$ cat src/rtl/mem_stage.sv
// mem_stage: pipeline MEM stage, byte-serial loads/stores over a shared RAM port.
// Optional MEM_MISALIGN_CHECK_EN rejects misaligned half/word accesses.
module mem_stage #(
  parameter int ADDR_WIDTH = 32
) (
  input  logic                  clk,
  input  logic                  rst,
  input  logic [4:0]            rd_i,
  input  logic                  wreg_i,
  input  logic [31:0]           wdata_i,
  input  logic [ADDR_WIDTH-1:0] mem_addr_i,
  input  logic [2:0]            mem_sel_i,
  input  logic                  mem_we_i,
  input  logic                  load_sign_i,
  input  logic [31:0]           reg2_i,
  input  logic                  mem_gnt_i,
  input  logic [7:0]            mem_din_i,
  output logic                  mem_req_o,
  output logic [ADDR_WIDTH-1:0] mem_a_o,
  output logic                  mem_wr_o,
  output logic [7:0]            mem_dout_o,
  output logic [4:0]            rd_o,
  output logic                  wreg_o,
  output logic [31:0]           wdata_o,
  output logic                  stall_req_o,
  output logic                  misalign_o
);

  typedef enum logic [1:0] {
    IDLE,
    ACCESS,
    WAIT,
    DONE
  } state_t;

  state_t                state;
  logic [2:0]            n;
  logic [2:0]            cnt;
  logic [ADDR_WIDTH-1:0] base;
  logic [31:0]           sdata;
  logic [31:0]           data;
  logic                  sign;
  logic                  we;
  logic                  pend;
  logic [1:0]            pidx;
  logic                  sel_ok;
  logic                  mis;
  logic                  rej;
  logic                  issue;
  logic                  last;
  logic [31:0]           ext;

  assign sel_ok = (mem_sel_i == 3'd1) |
                  (mem_sel_i == 3'd2) |
                  (mem_sel_i == 3'd4);

`ifdef MEM_MISALIGN_CHECK_EN
  assign mis = ((mem_sel_i == 3'd2) & mem_addr_i[0]) |
               ((mem_sel_i == 3'd4) & (|mem_addr_i[1:0]));
`else
  assign mis = 1'b0;
  assign rej = 1'b0;
`endif

  assign issue = (state == ACCESS) & mem_gnt_i;
  assign last  = (cnt + 3'd1) == n;

  // Access sequencer: latch the request, walk bytes, capture read data one cycle late
  always_ff @(posedge clk) begin
    if (rst) begin
      state <= IDLE;
      n     <= '0;
      cnt   <= '0;
      base  <= '0;
      sdata <= '0;
      data  <= '0;
      sign  <= 1'b0;
      we    <= 1'b0;
      pend  <= 1'b0;
      pidx  <= '0;
`ifdef MEM_MISALIGN_CHECK_EN
      rej   <= 1'b0;
`endif
    end else begin
      pend <= issue;
      if (issue) pidx <= cnt[1:0];
      if (pend) data[{pidx, 3'b000} +: 8] <= mem_din_i;
      case (state)
        IDLE: begin
          if (sel_ok) begin
            n     <= mem_sel_i;
            base  <= mem_addr_i;
            sdata <= reg2_i;
            sign  <= load_sign_i;
            we    <= mem_we_i;
            cnt   <= '0;
            data  <= '0;
            state <= mis ? DONE : ACCESS;
`ifdef MEM_MISALIGN_CHECK_EN
            rej   <= mis;
`endif
          end
        end
        ACCESS: begin
          if (mem_gnt_i) begin
            cnt <= cnt + 3'd1;
            if (last) state <= we ? DONE : WAIT;
          end
        end
        WAIT: state <= DONE;
        DONE: begin
          state <= IDLE;
`ifdef MEM_MISALIGN_CHECK_EN
          rej   <= 1'b0;
`endif
        end
        default: state <= IDLE;
      endcase
    end
  end

  // Extend the assembled load from its top byte
  always_comb begin
    ext = data;
    case (n)
      3'd1:    ext = {{24{sign & data[7]}}, data[7:0]};
      3'd2:    ext = {{16{sign & data[15]}}, data[15:0]};
      default: ext = data;
    endcase
  end

  assign mem_req_o  = ~rst & (state == ACCESS);
  assign mem_wr_o   = mem_req_o & we;
  assign mem_a_o    = base + ADDR_WIDTH'(cnt);
  assign mem_dout_o = sdata[{cnt[1:0], 3'b000} +: 8];
  assign rd_o       = rd_i;

  assign stall_req_o = ~rst & (((state == IDLE) & sel_ok) |
                               (state == ACCESS) |
                               (state == WAIT));

  assign wreg_o = ~rst & wreg_i &
                  (((state == IDLE) & ~sel_ok) |
                   ((state == DONE) & ~rej));

  assign misalign_o = ~rst & (state == DONE) & rej;

  // Result mux: pass-through when idle, load/store result on completion
  always_comb begin
    wdata_o = wdata_i;
    if (state == DONE) wdata_o = (we | rej) ? 32'd0 : ext;
  end

endmodule
$ cat config.mk
export PLATFORM = sky130hd
export DESIGN_NAME = mem_stage
export DESIGN_NICKNAME = d
export VERILOG_FILES = /design/src/rtl/mem_stage.sv
export SDC_FILE = /design/constraint.sdc
export NUM_CORES = 1
export LEC_CHECK = 0
export BUFFER_PORTS_ARGS = -buffer_cell sky130_fd_sc_hd__buf_2
export CAP_MARGIN = 20
export CORE_MARGIN = 5
export CORE_UTILIZATION = 40
export DETAILED_ROUTE_END_ITERATION = 12
export PLACE_DENSITY = 0.68
export SYNTH_ARGS = -nofsm -noshare
export SYNTH_HDL_FRONTEND = slang
export SYNTH_SLANG_ARGS = --single-unit
$ cat constraint.sdc
create_clock -name clk -period 2.4 [get_ports clk]
set_input_delay 0.48 -clock clk [delete_from_list [all_inputs] [get_ports clk]]
set_output_delay 0.48 -clock clk [all_outputs]
set_load 0.05 [all_outputs]
==> results.py, run 1 <==
metrics = {
    "detailed_routing": {
        "wl_um": 16900,
        "wire_per_inst_um": 15.2,
        "vias_per_cell": 5.14,
        "via_count": 5706,
        "drt_iter0_markers": 290,
        "drc": 0,
        "antenna_left": 0,
        "firstDrtPassIters": 5,
    },
    "setup_path": {
        "r2r-end": "state[0]",
        "critical_path_class": "reg -> out",
        "critPathCaptureType": "primary output",
        "worstRegToRegCells": 7,
        "rrSetupSlack_ns": 0.40,
        "worst-endpoint-arrival_ns": 2.11,
        "cp.required_ns": 1.92,
        "r2r-start": "cnt[1]",
        "crit_path_end": "mem_a_o[14]",
        "worstPathMaxFanout": 6,
        "setup.worst_path.start": "base[0]",
        "crit_path_start_kind": "flop",
    },
    "clocking": {
        "htreeDepth": 3,
        "root_buffer": "clkbuf_16",
        "path_clk_slew_ns": 0.08,
        "cts.sinks": 109,
        "clock_latency_ns": 0.36,
        "cts_buffers": 9,
        "tritoncts": "yes",
        "ctsLongestPathBuffers": 2,
    },
    "floorplan": {
        "rows": 43,
        "io_pins": 200,
        "fp.dieArea_mm2": 0.0165,
        "die_w_um": 129,
        "start_util_pct": 40.7,
        "die_h_um": 129,
        "coreArea_mm2": 0.0138,
    },
    "pwr": {
        "vdd_ir_drop_max_v": 0.000840,
        "power_density_mw_per_mm2": 810,
        "p_leak_nw": 3.53,
    },
    "min_path": {
        "hp-class": "in -> reg",
    },
    "sta": {
        "worst_slack_ns": -0.189,
        "setup-violations-final": 28,
        "worst_pin_slew_ns": 0.704,
        "clock-skew-final_ns": 0.00848,
        "post-route-min-period_ns": 2.59,
        "maxSlewViolCount": 0,
        "max_freq_mhz": 386,
        "fin_crit_sh_pct": 108,
        "slew_headroom_pct": 52.6,
        "final_hold_viol_count": 0,
        "rsz0062_at_grt": "yes",
    },
    "global_routing": {
        "grt_max_degree": 70,
        "grt_overflow": 0,
        "antenna_found_initial": 1,
        "grt_usage_pct": 19.8,
        "grt_pass1_vias": 5479,
        "grt_pass1_wl_um": 26600,
    },
    "placed_design": {
        "place_hpwl_um": 11900,
        "numPortBuffers": 188,
        "postPlaceCellArea_mm2": 0.00725,
        "gp_congestion": 0.803,
    },
    "layout": {
        "final_common_cell": "nand2_1",
        "drive_gt1_share_pct": 38.4,
        "final_net_count": 1058,
        "fill_cells": 1263,
        "syn_to_final_growth_pct": 43.7,
        "layout_common_cells": "nand2_1 (164), buf_2 (147), dfxtp_1 (97)",
        "design_area_mm2": 0.00809,
        "final_core_util_pct": 58.5,
    },
    "logic_synthesis": {
        "synth_edf_count": 0,
        "ys.flop_type": "dfxtp_1",
        "async_flop_share_pct": 0,
        "synth.cell_area_mm2": 0.00563,
        "synth_seq_area_share_pct": 38.8,
        "ys_seq_elements": 109,
        "synthCells": 717,
        "syn_area_per_cell_um2": 7.85,
        "synth_top_area_cell": "dfxtp_1",
        "synth_area_leaders": "dfxtp_1 (39%), nand2_1 (11%), a21oi_1 (7.6%)",
        "synth.yosys.warnings": 0,
        "synthDistinctLibCells": 51,
        "syn-num-nets": 850,
        "synth_top_area_share_pct": 38.8,
    },
    "outcome": {
        "status": "finished with violations",
        "violations": "setup timing",
    },
    "flow_run": {
        "drv_cap": 0,
    },
}
==> how the worst min path moves through the flow <==
stage	start	endpoint	slack (ns)	cells past startpoint
2_1_floorplan	sdata[16]	sdata[16]	0.43	2
3_3_place_gp	sdata[19]	sdata[19]	0.44	2
3_5_place_dp	sdata[19]	sdata[19]	0.44	2
4_1_cts	mem_addr_i[29]	base[29]	0.34	3
5_1_grt	mem_addr_i[29]	base[29]	0.35	3
6_report	mem_addr_i[8]	base[8]	0.35	3
==> report_power, final <==
group	total, mW	internal, mW	leakage (nW)	switching, mW
clock network	1.44	0.720	0.142	0.721
registers	2.22	2.05	0.894	0.165
logic	2.89	1.07	2.49	1.82
==> area by class of cell <==
cell class	instances	area, um2	share of cell area [%]
timing repair buffer	246	1680	20.8
clock buffer	9	225	2.79
tap	180	225	2.79
antenna	1	2.50	0.0309
clock inverter	7	56.3	0.696
sequential	109	2200	27.2
multi-input combinational	517	3540	43.8
inverter	42	158	1.95
==> per-stage QoR <==
step	TNS [ns]	cells	hold WS (ns)	worst slack (ns)	power, mW
final	-3.02	1111	0.352	-0.189	6.55
after global routing	-5.05	1111	0.347	-0.262	6.93
after CTS	-3.52	1107	0.341	-0.215	6.56
after detailed placement	-5.60	1083	0.444	-0.557	4.95
after global placement	-4.56	1083	0.442	-0.470	4.93
after floorplan	-2.58	717	0.433	-0.207	4.22
==> state kept, by name, indices dropped and copies added, names as in the netlist <==
name	cells
base	32
cnt	3
data	32
n	3
pend	1
pidx	2
sdata	32
sign	1
state	2
we	1
==> cell usage after synthesis (2+ instances only) <==
| cell | count |
|---|---|
| a221o_1 | 2 |
| mux4_2 | 8 |
| o22ai_1 | 24 |
| nor2_1 | 54 |
| o21ai_0 | 9 |
| clkbuf_1 | 23 |
| xnor2_1 | 27 |
| dfxtp_1 | 109 |
| a31o_2 | 2 |
| nand4b_1 | 3 |
| and4_1 | 4 |
| and3_1 | 6 |
| nand4_1 | 18 |
| buf_1 | 2 |
| inv_1 | 42 |
| a22oi_1 | 32 |
| nor2b_1 | 6 |
| buf_4 | 10 |
| nand2_1 | 167 |
| buf_6 | 2 |
| and2_1 | 3 |
| nor3_1 | 5 |
| a21oi_1 | 85 |
| ha_1 | 14 |
| nor3b_1 | 2 |
| xor2_1 | 6 |
| nand3_1 | 10 |
| a211oi_1 | 2 |
| buf_2 | 13 |
| nor2_2 | 2 |
| nand2b_1 | 5 |
==> kinds of logic after synthesis <==
| group | after synthesis | synth area share (%) |
|---|---|---|
| buffers and inverters | 92 | 7.36 |
| muxes | 9 | 3.40 |
| and+or+nand+nor | 292 | 23.3 |
| DFF | 109 | 38.8 |
| xor gates and xnor gates | 35 | 5.85 |
| other | 1 | 0.0666 |
| AOI/OAI and AO/OA | 164 | 17.8 |
| adders and majority gates | 15 | 3.47 |
==> worst max-delay path: stages, from the launching register on <==
cell,delay (ns)
dfxtp_2,0.34
ha_4,0.16
fa_2,0.37
a21oi_4,0.23
buf_12,0.13
nor2_4,0.06
nand4_1,0.14
xnor2_2,0.14
buf_6,0.18
==> timing repair <==
action                                  in CTS  in global routing
buffers inserted                             6                  3
pin swaps                                   23                 28
hold buffers                                 0                  0
cloned                                       2                  0
endpoints found under the setup margin      37                 61
gates resized for setup                     94                 44
==> metal layers <==
metal,vias up,global-route usage (%),share of wire (%)
li1,2842,-,-
met2,204,32.4,48
met5,-,0,0
met1,2633,25.7,43
met3,27,4.90,7.3
met4,0,6.79,2.1
(Power assumes the default switching activity.)
==> run 2: changes to the inputs <==
--- a/config.mk
+++ b/config.mk
@@ -11,6 +11,8 @@
 export CORE_UTILIZATION = 40
 export DETAILED_ROUTE_END_ITERATION = 12
 export PLACE_DENSITY = 0.68
+export RECOVER_POWER = 100
+export REMOVE_ABC_BUFFERS = 1
 export SYNTH_ARGS = -nofsm -noshare
 export SYNTH_HDL_FRONTEND = slang
 export SYNTH_SLANG_ARGS = --single-unit
==> results.py, run 2 (synthesis gave the netlist of run 1 again) <==
metrics = {
    "outcome": {
        "status": "finished with violations",
        "violations": "setup timing",
    },
    "detailed_routing": {
        "firstDrtPassIters": 5,
        "vias_per_cell": 5.11,
        "antenna_left": 0,
        "via_count": 5620,
        "drc": 0,
        "wire_per_inst_um": 15.1,
        "wl_um": 16600,
        "drt_iter0_markers": 360,
    },
    "pwr": {
        "p_leak_nw": 3.25,
        "vdd_ir_drop_max_v": 0.000430,
        "power_density_mw_per_mm2": 847,
    },
    "floorplan": {
        "die_h_um": 129,
        "io_pins": 200,
        "die_w_um": 129,
        "start_util_pct": 40.7,
        "coreArea_mm2": 0.0138,
        "rows": 43,
        "fp.dieArea_mm2": 0.0165,
    },
    "sta": {
        "clock-skew-final_ns": 0.00540,
        "slew_headroom_pct": 46.3,
        "maxSlewViolCount": 0,
        "worst_pin_slew_ns": 0.805,
        "post-route-min-period_ns": 2.57,
        "worst_slack_ns": -0.165,
        "fin_crit_sh_pct": 107,
        "fin_hold_ws_ns": 0.358,
        "max_freq_mhz": 390,
        "setup-violations-final": 27,
        "rsz0062_at_grt": "yes",
        "final_hold_viol_count": 0,
    },
    "clocking": {
        "clock_latency_ns": 0.35,
        "cts.sinks": 109,
        "path_clk_slew_ns": 0.07,
        "htreeDepth": 3,
        "tritoncts": "yes",
        "cts_buffers": 9,
        "root_buffer": "clkbuf_16",
        "ctsLongestPathBuffers": 2,
    },
    "global_routing": {
        "use_met1_pct": 25.1,
        "antenna_found_initial": 1,
        "grt_max_degree": 70,
        "top_usage_layer": "met2",
        "grt_pass1_wl_um": 25900,
        "grt_overflow": 0,
        "grt_use_met3_pct": 4.98,
        "grt_usage_pct": 19.3,
        "use_met2_pct": 31.1,
        "grt_pass1_vias": 5282,
    },
    "setup_path": {
        "cp.required_ns": 1.92,
        "worst-endpoint-arrival_ns": 2.09,
        "crit_path_start_kind": "flop",
        "critical_path_class": "reg -> out",
        "critical_path_buf_inv_count": 1,
        "critPathCaptureType": "primary output",
        "rrSetupSlack_ns": 0.02,
        "cp_slowest_cell": "dfxtp_2",
        "cp_cell_sequence": "ha_4, fa_2, a21oi_4, nor2_2, nand4_1, xnor2_1, buf_4",
        "worstPathMaxFanout": 6,
        "critical_path.top_delay_family": "simple AND/OR/NAND/NOR gates",
        "crit_path_max_incr_delay_ns": 0.35,
    },
    "placed_design": {
        "numPortBuffers": 188,
        "place_hpwl_um": 11600,
        "post-place-ws_ns": -0.275,
        "gp_congestion": 0.852,
        "postPlaceCellArea_mm2": 0.00685,
    },
    "layout": {
        "final_core_util_pct": 55.0,
        "final_net_count": 1048,
        "largest_registers": "base (32), data (32), sdata (32)",
        "drive_gt1_share_pct": 33.4,
        "layout_common_cells": "nand2_1 (166), buf_2 (134), dfxtp_1 (98)",
        "design_area_mm2": 0.00761,
        "final_common_cell": "nand2_1",
        "syn_to_final_growth_pct": 35.2,
        "antenna_cells": 0,
    },
    "flow_run": {
        "drv_cap": 0,
    },
    "min_path": {
        "hp-class": "in -> reg",
    },
}
[run 2: where the power goes]
group          leakage (nW)  internal, mW  total [mW]  switching (mW)
clock network         0.152         0.945        1.60           0.658
registers             0.894          2.05        2.25           0.198
logic                  2.20         0.867        2.59            1.73
total                  3.25          3.86        6.44            2.58
[run 2: cell type report]
class / instances / area [um2]
clock buffer: 11 / 243
clock inverter: 5 / 83.8
fill: 1325 / 6220
inverter: 42 / 158
multi-input combinational: 517 / 3230
sequential: 109 / 2200
tap: 180 / 225
timing repair buffer: 236 / 1470
[run 2: per-layer routing]
layer / vias to the layer above / share of wire [%]
met4: 2 / 2.3
met1: 2552 / 44
li1: 2831 / -
met3: 26 / 9.0
met2: 209 / 45
met5: - / 0.042
[run 2: worst min-delay path, delay by kind of cell]
family                 cells  cell delay, ns
AOI/OAI and AO/OA          1            0.05
buffers and inverters      1            0.09
and+or+nand+nor            1            0.04
[run 2: per-stage QoR]
stage	TNS (ns)	total power, mW	std cells
final	-1.96	6.44	1100
after global routing	-10.64	6.81	1100
after CTS	-1.95	6.50	1093
after detailed placement	-3.03	4.76	1070
after global placement	-2.69	4.74	1070
after floorplan	-63.41	3.94	667
[run 2: worst paths after layout]
check	depth (start not counted)	startpoint	end
worst min-delay path	3	mem_addr_i[7]	base[7]
worst max register to register	8	state[0]	data[13]
worst min register to register	2	sdata[30]	sdata[30]
worst max-delay path	7	cnt[0]	mem_a_o[26]
[run 2: what timing repair did]
item / CTS / global route
gates cloned: 1 / 1
setup buffers: 6 / 6
hold buffers: 0 / 0
resized for setup: 70 / 48
hold endpoints to repair: 0 / 0
setup endpoints to repair: 59 / 52
pin swaps: 21 / 18
==> run 3: changes to the inputs <==
--- a/config.mk
+++ b/config.mk
@@ -10,6 +10,7 @@
 export CORE_MARGIN = 5
 export CORE_UTILIZATION = 40
 export DETAILED_ROUTE_END_ITERATION = 12
+export MAX_ROUTING_LAYER = met4
 export PLACE_DENSITY = 0.68
 export RECOVER_POWER = 100
 export REMOVE_ABC_BUFFERS = 1
==> results.py, run 3 (synthesis gave the netlist of run 1 again) <==
metrics = {
    "floorplan": {
        "start_util_pct": 40.7,
        "die_h_um": 129,
        "fp.dieArea_mm2": 0.0165,
        "rows": 43,
        "die_w_um": 129,
        "io_pins": 200,
        "coreArea_mm2": 0.0138,
    },
    "detailed_routing": {
        "firstDrtPassIters": 5,
        "wire_per_inst_um": 14.9,
        "via_count": 5570,
        "drt_iter0_markers": 358,
        "antenna_left": 0,
        "wl_um": 16400,
        "drc": 0,
        "vias_per_cell": 5.06,
    },
    "setup_path": {
        "rrSetupSlack_ns": 0.03,
        "cp_slowest_cell": "dfxtp_2",
        "r2r-end": "data[14]",
        "crit_path_start_kind": "flop",
        "critical_path_class": "reg -> out",
        "cp.required_ns": 1.92,
        "critPathCaptureType": "primary output",
        "r2r-start": "state[0]",
        "cp_cell_sequence": "ha_4, fa_2, a21oi_4, nor2_2, nand4_1, xnor2_1, buf_4",
        "worstPathMaxFanout": 6,
        "worst-endpoint-arrival_ns": 2.08,
        "crit_path_max_incr_delay_ns": 0.35,
        "worstRegToRegCells": 8,
    },
    "global_routing": {
        "antenna_found_initial": 1,
        "grt_usage_pct": 19.8,
        "grt_max_degree": 70,
        "grt_pass1_wl_um": 25900,
        "grt_pass1_vias": 5283,
        "grt_overflow": 0,
    },
    "placed_design": {
        "gp_congestion": 0.866,
        "place_hpwl_um": 11600,
        "post-place-ws_ns": -0.275,
        "numPortBuffers": 188,
    },
    "clocking": {
        "root_buffer": "clkbuf_16",
        "hold_buffers": 0,
        "cts_buffers": 9,
        "tritoncts": "yes",
        "cts.sinks": 109,
        "ctsLongestPathBuffers": 2,
        "htreeDepth": 3,
        "path_clk_slew_ns": 0.07,
        "clock_latency_ns": 0.35,
    },
    "min_path": {
        "hold_depth": 3,
        "min_from": "reg2_i[22]",
        "min_to": "sdata[22]",
        "hp-class": "in -> reg",
    },
    "layout": {
        "largest_registers": "base (32), data (32), sdata (32)",
        "syn_to_final_growth_pct": 35.0,
        "final_net_count": 1047,
        "multi_input_area_mm2": 0.00322,
        "fill_cells": 1326,
        "final_common_cell": "nand2_1",
        "final-seq-area_mm2": 0.00220,
        "drive_gt1_share_pct": 33.2,
        "layout_common_cells": "nand2_1 (166), buf_2 (130), dfxtp_1 (99)",
    },
    "pwr": {
        "vdd_ir_drop_max_v": 0.000430,
        "p_leak_nw": 3.24,
        "power_density_mw_per_mm2": 846,
    },
    "outcome": {
        "violations": "setup timing",
        "status": "finished with violations",
    },
    "sta": {
        "fin_crit_sh_pct": 107,
        "maxSlewViolCount": 0,
        "max_freq_mhz": 391,
        "post-route-min-period_ns": 2.56,
        "rsz0062_at_grt": "yes",
        "fin_hold_ws_ns": 0.355,
        "worst_pin_slew_ns": 0.781,
        "final_hold_viol_count": 0,
        "slew_headroom_pct": 48.0,
        "clock-skew-final_ns": 0.00756,
        "worst_slack_ns": -0.158,
        "setup-violations-final": 27,
    },
    "flow_run": {
        "drv_cap": 0,
    },
}
run 3: cell types whose count changed in the layout (fill, tap and decap cells not counted), sizes merged:
cell	change
diode	+2
clkbuf	+4
buf	-5
run 3: per-stage QoR:
stage | setup TNS (ns) | cell area (um2) | cells | util [%] | power, mW
floorplan | -63.41 | 5370 | 667 | - | 3.94
global placement | -2.69 | 6850 | 1070 | 49.5 | 4.74
detailed placement | -3.03 | 6850 | 1070 | 49.5 | 4.76
CTS | -1.95 | 7470 | 1093 | 54.1 | 6.50
global route | -10.07 | 7590 | 1100 | 54.9 | 6.80
finish | -1.99 | 7600 | 1101 | 54.9 | 6.43
run 3: final cells by class:
class,count,share of cell area [%]
multi-input cells,517,42.4
flip-flops and latches,109,28.9
repair buffers,235,19.2
clock buffers,11,3.19
well taps,180,2.96
inverters,42,2.08
clock inverters,5,1.10
diodes,2,0.0659
run 3: worst max path at each step:
stage,startpoint,endpoint,slack [ns],cells after the start
global route,cnt[0],mem_a_o[26],-0.23,7
finish,cnt[0],mem_a_o[26],-0.16,7
detailed placement,cnt[0],mem_a_o[30],-0.27,7
floorplan,mem_sel_i[0],stall_req_o,-0.91,3
CTS,cnt[0],mem_a_o[30],-0.13,7
global placement,cnt[0],mem_a_o[28],-0.23,7
run 3: timing repair:
item | CTS | global route
resized for setup | 70 | 44
endpoints found under the setup margin | 59 | 52
cloned | 1 | 0
setup buffers | 6 | 6
pin swaps | 21 | 18
run 3: critical path: cells and delay by family, from the launching register on:
family,cells,cell delay [ns]
and+or+nand+nor,2,0.54
adders and majority gates,2,0.38
DFF,1,0.35
buffers and inverters,1,0.21
xor gates and xnor gates,1,0.16
AOI/OAI and AO/OA,1,0.09
run 3: power breakdown:
group	total [mW]	leakage, nW	internal (mW)	switching [mW]
logic	2.58	2.20	0.863	1.72
registers	2.25	0.893	2.05	0.196
clock network	1.60	0.152	0.945	0.660
run 3: layer usage:
layer	vias to the layer above	wire length [um]	track usage [%]
met4	0	244	6.86
met1	2524	7150	25.6
met2	200	7580	31.2
met5	-	0	-
met3	19	1400	3.94
li1	2827	-	-
